$ cat src/rtl/seg_scan_ctrl_if.sv
// Display front-end bus: amount/load request in,
// conversion status and multiplexed segment drive out.
interface seg_scan_ctrl_if;
    logic [19:0] number;
    logic        upd;
    logic        busy;
    logic        ovf;
    logic [5:0]  sel;
    logic [7:0]  seg;

    modport master (
        output number, upd,
        input  busy, ovf, sel, seg
    );

    modport slave (
        input  number, upd,
        output busy, ovf, sel, seg
    );
endinterface

$ cat src/rtl/seg_scan_ctrl.sv
// Six-digit seven-segment front end: binary to BCD by
// shift-add-3, then time-multiplexed active-low scan.
module seg_scan_ctrl #(
    parameter int CLK_DIV = 50000,
    parameter int DP_POS  = 1,
    parameter bit BLANK   = 1'b1
) (
    input  logic          clk,
    input  logic          rst_n,
    seg_scan_ctrl_if.slave bus
);
    localparam logic [1:0] S_IDLE = 2'd0;
    localparam logic [1:0] S_CONV = 2'd1;
    localparam logic [1:0] S_DONE = 2'd2;

    localparam int PW = (CLK_DIV > 2) ? $clog2(CLK_DIV) : 1;
    localparam logic [PW-1:0] PRE_MAX = PW'(CLK_DIV - 1);
    // With no decimal point shown, blanking may reach down to the tens digit.
    localparam int DP_LIM = (DP_POS < 6) ? DP_POS : 0;
    localparam logic [7:0] SEG_RST = (DP_POS == 0) ? 8'h40 : 8'hC0;

    logic [1:0]    r_state;
    logic [43:0]   r_sh;
    logic [4:0]    r_cnt;
    logic          r_big;
    logic          r_busy;
    logic          r_ovf;
    logic [23:0]   r_buf;
    logic [PW-1:0] r_pre;
    logic [2:0]    r_idx;
    logic [5:0]    r_sel;
    logic [7:0]    r_seg;

    logic [43:0]   w_adj;
    logic          w_term;
    logic [2:0]    w_idx_nxt;
    logic [3:0]    w_dig;
    logic [5:0]    w_zero;
    logic          w_blank;
    logic          w_dp;
    logic [7:0]    w_pat;
    logic [7:0]    w_seg_nxt;

    // Add-3 correction on every BCD nibble that would overflow on the next shift.
    always_comb begin
        w_adj = r_sh;
        for (int k = 0; k < 6; k++) begin
            if (r_sh[20+4*k +: 4] >= 4'd5)
                w_adj[20+4*k +: 4] = r_sh[20+4*k +: 4] + 4'd3;
        end
    end

    // Converter FSM; oversize values saturate to 999999 with ovf.
    always_ff @(posedge clk or negedge rst_n) begin
        if (!rst_n) begin
            r_state <= S_IDLE;
            r_sh    <= '0;
            r_cnt   <= '0;
            r_big   <= 1'b0;
            r_busy  <= 1'b0;
            r_ovf   <= 1'b0;
            r_buf   <= '0;
        end else begin
            case (r_state)
                S_IDLE: begin
                    if (bus.upd) begin
                        r_sh    <= {24'b0, bus.number};
                        r_cnt   <= '0;
                        r_big   <= (bus.number > 20'd999999);
                        r_busy  <= 1'b1;
                        r_state <= S_CONV;
                    end
                end
                S_CONV: begin
                    r_sh  <= {w_adj[42:0], 1'b0};
                    r_cnt <= r_cnt + 5'd1;
                    if (r_cnt == 5'd19)
                        r_state <= S_DONE;
                end
                S_DONE: begin
                    r_buf   <= r_big ? 24'h999999 : r_sh[43:20];
                    r_ovf   <= r_big;
                    r_busy  <= 1'b0;
                    r_state <= S_IDLE;
                end
                default: r_state <= S_IDLE;
            endcase
        end
    end

    // Next scan position and the segment pattern for that digit.
    always_comb begin
        w_term    = (r_pre == PRE_MAX);
        w_idx_nxt = r_idx;
        if (w_term)
            w_idx_nxt = (r_idx == 3'd5) ? 3'd0 : r_idx + 3'd1;
        w_dig = r_buf[{w_idx_nxt, 2'b00} +: 4];
        w_zero[5] = (r_buf[23:20] == 4'd0);
        for (int j = 4; j >= 0; j--)
            w_zero[j] = w_zero[j+1] && (r_buf[4*j +: 4] == 4'd0);
        w_blank = BLANK && (int'(w_idx_nxt) > DP_LIM) &&
                  (w_idx_nxt != 3'd0) && w_zero[w_idx_nxt];
        w_dp = (int'(w_idx_nxt) == DP_POS);
        case (w_dig)
            4'd0:    w_pat = 8'hC0;
            4'd1:    w_pat = 8'hF9;
            4'd2:    w_pat = 8'hA4;
            4'd3:    w_pat = 8'hB0;
            4'd4:    w_pat = 8'h99;
            4'd5:    w_pat = 8'h92;
            4'd6:    w_pat = 8'h82;
            4'd7:    w_pat = 8'hF8;
            4'd8:    w_pat = 8'h80;
            4'd9:    w_pat = 8'h90;
            default: w_pat = 8'hFF;
        endcase
        w_seg_nxt = w_blank ? 8'hFF : {~w_dp, w_pat[6:0]};
    end

    // Prescaler, digit index and the registered sel/seg pair.
    always_ff @(posedge clk or negedge rst_n) begin
        if (!rst_n) begin
            r_pre <= '0;
            r_idx <= '0;
            r_sel <= 6'b011111;
            r_seg <= SEG_RST;
        end else begin
            r_pre <= w_term ? '0 : r_pre + 1'b1;
            r_idx <= w_idx_nxt;
            r_sel <= ~(6'b100000 >> w_idx_nxt);
            r_seg <= w_seg_nxt;
        end
    end

    assign bus.busy = r_busy;
    assign bus.ovf  = r_ovf;
    assign bus.sel  = r_sel;
    assign bus.seg  = r_seg;
endmodule
$ cat src/flat_wrapper.sv
// flat-port wrapper written by rule: the top's interface ports become plain ports
module seg_scan_ctrl_flat 
#(
    parameter int CLK_DIV = 50000,
    parameter int DP_POS  = 1,
    parameter bit BLANK   = 1'b1
)
  (clk, rst_n, bus_number, bus_upd, bus_busy, bus_ovf, bus_sel, bus_seg);
  seg_scan_ctrl_if bus_i ();
  input  logic clk;
  input  logic rst_n;
  input wire logic [$bits(bus_i.number)-1:0] bus_number;
  input wire logic [$bits(bus_i.upd)-1:0] bus_upd;
  output wire logic [$bits(bus_i.busy)-1:0] bus_busy;
  output wire logic [$bits(bus_i.ovf)-1:0] bus_ovf;
  output wire logic [$bits(bus_i.sel)-1:0] bus_sel;
  output wire logic [$bits(bus_i.seg)-1:0] bus_seg;
  assign bus_i.number = bus_number;
  assign bus_i.upd = bus_upd;
  assign bus_busy = bus_i.busy;
  assign bus_ovf = bus_i.ovf;
  assign bus_sel = bus_i.sel;
  assign bus_seg = bus_i.seg;
  seg_scan_ctrl #(.CLK_DIV(CLK_DIV), .DP_POS(DP_POS), .BLANK(BLANK)) u_core (.clk(clk), .rst_n(rst_n), .bus(bus_i));
endmodule
$ cat config.mk
export PLATFORM = sky130hd
export DESIGN_NAME = seg_scan_ctrl_flat
export DESIGN_NICKNAME = d
export VERILOG_FILES = /design/src/rtl/seg_scan_ctrl_if.sv /design/src/rtl/seg_scan_ctrl.sv /design/src/flat_wrapper.sv
export SDC_FILE = /design/constraint.sdc
export NUM_CORES = 1
export LEC_CHECK = 0
export CAP_MARGIN = 15
export CORE_MARGIN = 2
export CORE_UTILIZATION = 59
export DETAILED_ROUTE_END_ITERATION = 6
export GPL_TIMING_DRIVEN = 1
export MAX_ROUTING_LAYER = met4
export PLACE_DENSITY = 0.8
export SETUP_SLACK_MARGIN = 0.02
export SLEW_MARGIN = 15
export SYNTH_ARGS = -nofsm -noshare
export SYNTH_HDL_FRONTEND = slang
export SYNTH_SLANG_ARGS = --single-unit
export TNS_END_PERCENT = 1
$ cat constraint.sdc
create_clock -name clk -period 3.6 [get_ports clk]
set_input_delay 0.54 -clock clk [delete_from_list [all_inputs] [get_ports clk]]
set_output_delay 0.54 -clock clk [all_outputs]
set_load 0.01 [all_outputs]
==> results of run 1 <==
[flip-flops by register name (all words and copies together) (netlist names)]
register and count:
u_core.r_cnt 5, u_core.r_idx 3, u_core.r_sh 44, u_core.r_buf 24, u_core.bus.ovf 1, u_core.r_big 1
u_core.r_pre 16, u_core.bus.sel 6, u_core.r_state 2, u_core.bus.seg 8, u_core.bus.busy 1
[report_power, final]
part           total [mW]  switching (mW)  internal [mW]
registers            1.89           0.320           1.57
clock network       0.754           0.402          0.352
logic                1.30           0.688          0.616
[cells by family (layout without fill, tap and decap cells)]
logic type,count (synthesis),count (layout),synth area share
XOR/XNOR,26,26,0.0409
buffers and inverters,54,81,0.0391
multiplexers,8,8,0.0154
flip-flops,111,111,0.484
adder cells (fa/ha/maj),15,15,0.0326
AO/OA/AOI/OAI,188,188,0.205
AND/OR/NAND/NOR,204,204,0.183
[layer usage]
layer  share of wire  up-vias
li1                -     2204
met1            0.45     2238
met2            0.49      123
met3           0.045       19
met4           0.016        0
met5               0        -
[placed cells by master (no fill, tap or decap), types with 9 or more instances in the layout]
| cell | instances |
|---|---|
| dfrtp_1 | 104 |
| o21ai_0 | 66 |
| nand2_1 | 63 |
| a21oi_1 | 45 |
| nor2_1 | 43 |
| clkdlybuf4s50_1 | 37 |
| nor2b_1 | 22 |
| a22oi_1 | 21 |
| inv_1 | 18 |
| nand2b_1 | 15 |
| ha_1 | 15 |
| o31ai_1 | 14 |
| xor2_1 | 13 |
| nand3_1 | 12 |
| xnor2_1 | 12 |
| clkbuf_8 | 11 |
| buf_4 | 9 |
[cells in the mapped netlist, types with 5 or more instances]
master | instances | area, µm²
nand2b_1 | 15 | 93.8
nor2b_1 | 23 | 144
dfrtp_1 | 104 | 2600
o21ai_0 | 66 | 330
a22oi_1 | 21 | 158
nand4_1 | 6 | 37.5
a32o_1 | 6 | 60.1
clkbuf_1 | 28 | 105
nand2_1 | 63 | 236
nor3_1 | 8 | 40.0
dfstp_2 | 7 | 184
a21oi_1 | 45 | 225
o22ai_1 | 8 | 50.1
inv_1 | 18 | 67.6
and3_1 | 5 | 31.3
xor2_1 | 13 | 114
xnor2_1 | 12 | 105
o31ai_1 | 14 | 105
nor4_1 | 5 | 31.3
nor2_1 | 43 | 161
nand3_1 | 12 | 60.1
ha_1 | 15 | 188
[worst paths after layout]
| path | from | slack [ps] | endpoint | cells after the start |
|---|---|---|---|---|
| min in group clk | u_core.r_pre[0] | 480 | u_core.r_pre[0] | 1 |
| max in group asynchronous | rst_n | 2580 | u_core.r_state[0] | 2 |
| min reg2reg | u_core.r_pre[0] | 480 | u_core.r_pre[0] | 1 |
| max reg2reg | u_core.r_pre[11] | 350 | u_core.bus.seg[5] | 9 |
| max | u_core.r_pre[11] | 350 | u_core.bus.seg[5] | 9 |
| min | rst_n | 260 | u_core.r_pre[10] | 1 |
[layout make-up]
class | instances | share of cell area
multi-input combinational | 441 | 0.428
sequential | 111 | 0.434
inverter | 19 | 0.0111
timing repair buffer | 47 | 0.0713
tap | 133 | 0.0259
clock buffer | 11 | 0.0236
clock inverter | 4 | 0.00701
==> results by group, run 1 <==
Outcome
  • Status: complete, no violations

Setup path
  • Critical path, cell by cell: or4b_4, nor4_4, mux2i_1, mux2_4, nand2_2, o311ai_4, ha_1, nor3_1, o21ai_1
  • Crit path buffers/inverters: 0
  • Worst Path Arrival: 3500 ps
  • WP data required: 3860 ps
  • Worst Path Max Fanout: 9
  • Worst Setup Path Type: flip-flop to flip-flop
  • Worst setup SP type: flip-flop
  • Critical Path Sink Type: flip-flop
  • Critical path's largest stage delay: 580 ps
  • Top delay family on crit path: simple AND/OR/NAND/NOR gates
  • Worst path slowest cell: or4b_4

Synth
  • Seq cells post-synth: 111
  • Synth unique cells: 66
  • Syn nets: 644
  • Yosys warns: 0
  • Main flop type after synthesis: dfrtp_1
  • Mean area per synthesized cell: 9.50 µm²
  • Register area share after synthesis: 0.484
  • Cells after Synth: 606
  • Share of flip-flops with an asynchronous set or reset: 1.00
  • Post-Syn Area: 5760 µm²
  • Number of enable flip-flop cells after synthesis: 0

Die
  • Effective utilization at floorplan: 0.597
  • Core area: 9640 µm²
  • Row count: 36
  • Die area: 10600 µm²
  • Die width: 103 µm
  • Die Height: 103 µm
  • Top-level I/O count: 39

GRT
  • First-pass GRT wire length: 20500 µm
  • Number of global-route vias before repair: 4187
  • GRT overflow: 0
  • GRT met1 Usage: 0.358
  • M2 GR Usage: 0.379
  • Initial antenna violation count: 0
  • Largest net degree at the start of global routing: 70
  • Busiest grt layer: met2
  • Met3 Use GR: 0.0563
  • GRT Util Overall: 0.258

Routing
  • Routed vias: 4584
  • # DRC: 0
  • Via density: 5.98
  • Routed len/inst: 16.3 µm
  • Final WL: 12500 µm
  • Drt pass-1 iters: 5
  • Antenna-violating nets left: 0
  • First-iteration detailed-routing DRC count: 249

Clock tree
  • Clock Path Buffers: 2
  • Total clock sinks: 111
  • Setup bufs post-CTS: 0
  • CTS resizes: 0
  • Clock tree root buffer cell: clkbuf_8
  • CTS tree: built
  • Depth of the CTS H-tree: 3
  • Clock transition at the registers of the reported paths: 90 ps
  • CTS Buf Count: 9
  • Clk Latency, worst-skew pair: 390 ps
  • Post-CTS Hold Buffers: 0

Finish
  • Ant diodes: 0
  • Finished Cell Area: 6430 µm²
  • Area grow syn2layout: 11.6%
  • FF+latch area: 2790 µm²
  • # fillers: 792
  • Fraction of layout cells with a size suffix above 1: 0.0774
  • Fin cells: 766
  • Final nets: 667
  • Final core area utilization: 0.667
  • Area of the multi-input gates: 2750 µm²

STA
  • Final Setup Violations: 0
  • RSZ-0062 raised after global routing: no
  • F_max: 308 MHz
  • WHS: 257 ps
  • Post-Route Setup TNS: 0 ps
  • Crit path time final: 3250 ps
  • Worst slew pin tran: 1000 ps
  • Relative slew margins: 0.329
  • Post-route worst setup slack: 352 ps
  • Final period util: 0.902
  • Fin. max-slew vios: 0
  • Hold Vio Cnt, Final: 0
  • Layout Skew: 9.03 ps

Pwr
  • Cell Pwr Density: 614 nW/µm²
  • Pleak: 2.76 nW
  • Worst VDD drop: 0.403 mV
  • Pwr Total: 3.95 mW

Placed design
  • Post-DP HPWL: 8740 µm
  • RD Place Congestion: 0.887
  • Pre-CTS setup slack: 360 ps
  • Area post-placement: 6230 µm²
  • PortBufs: 38
  • Placed Cells: 751

Min path
  • Hold Crit Class: input port to asynchronous set/reset pin

Flow run
  • Max-Cap Viols: 0
Power figures use the tool's default switching activity.
==> run 2, diff against run 1 <==
--- a/config.mk
+++ b/config.mk
@@ -17,4 +17,4 @@
 export SYNTH_ARGS = -nofsm -noshare
 export SYNTH_HDL_FRONTEND = slang
 export SYNTH_SLANG_ARGS = --single-unit
-export TNS_END_PERCENT = 1
+export TNS_END_PERCENT = 30
==> results of run 2 <==
Same layout as run 1: the final DEF is identical, and so are final timing and power.
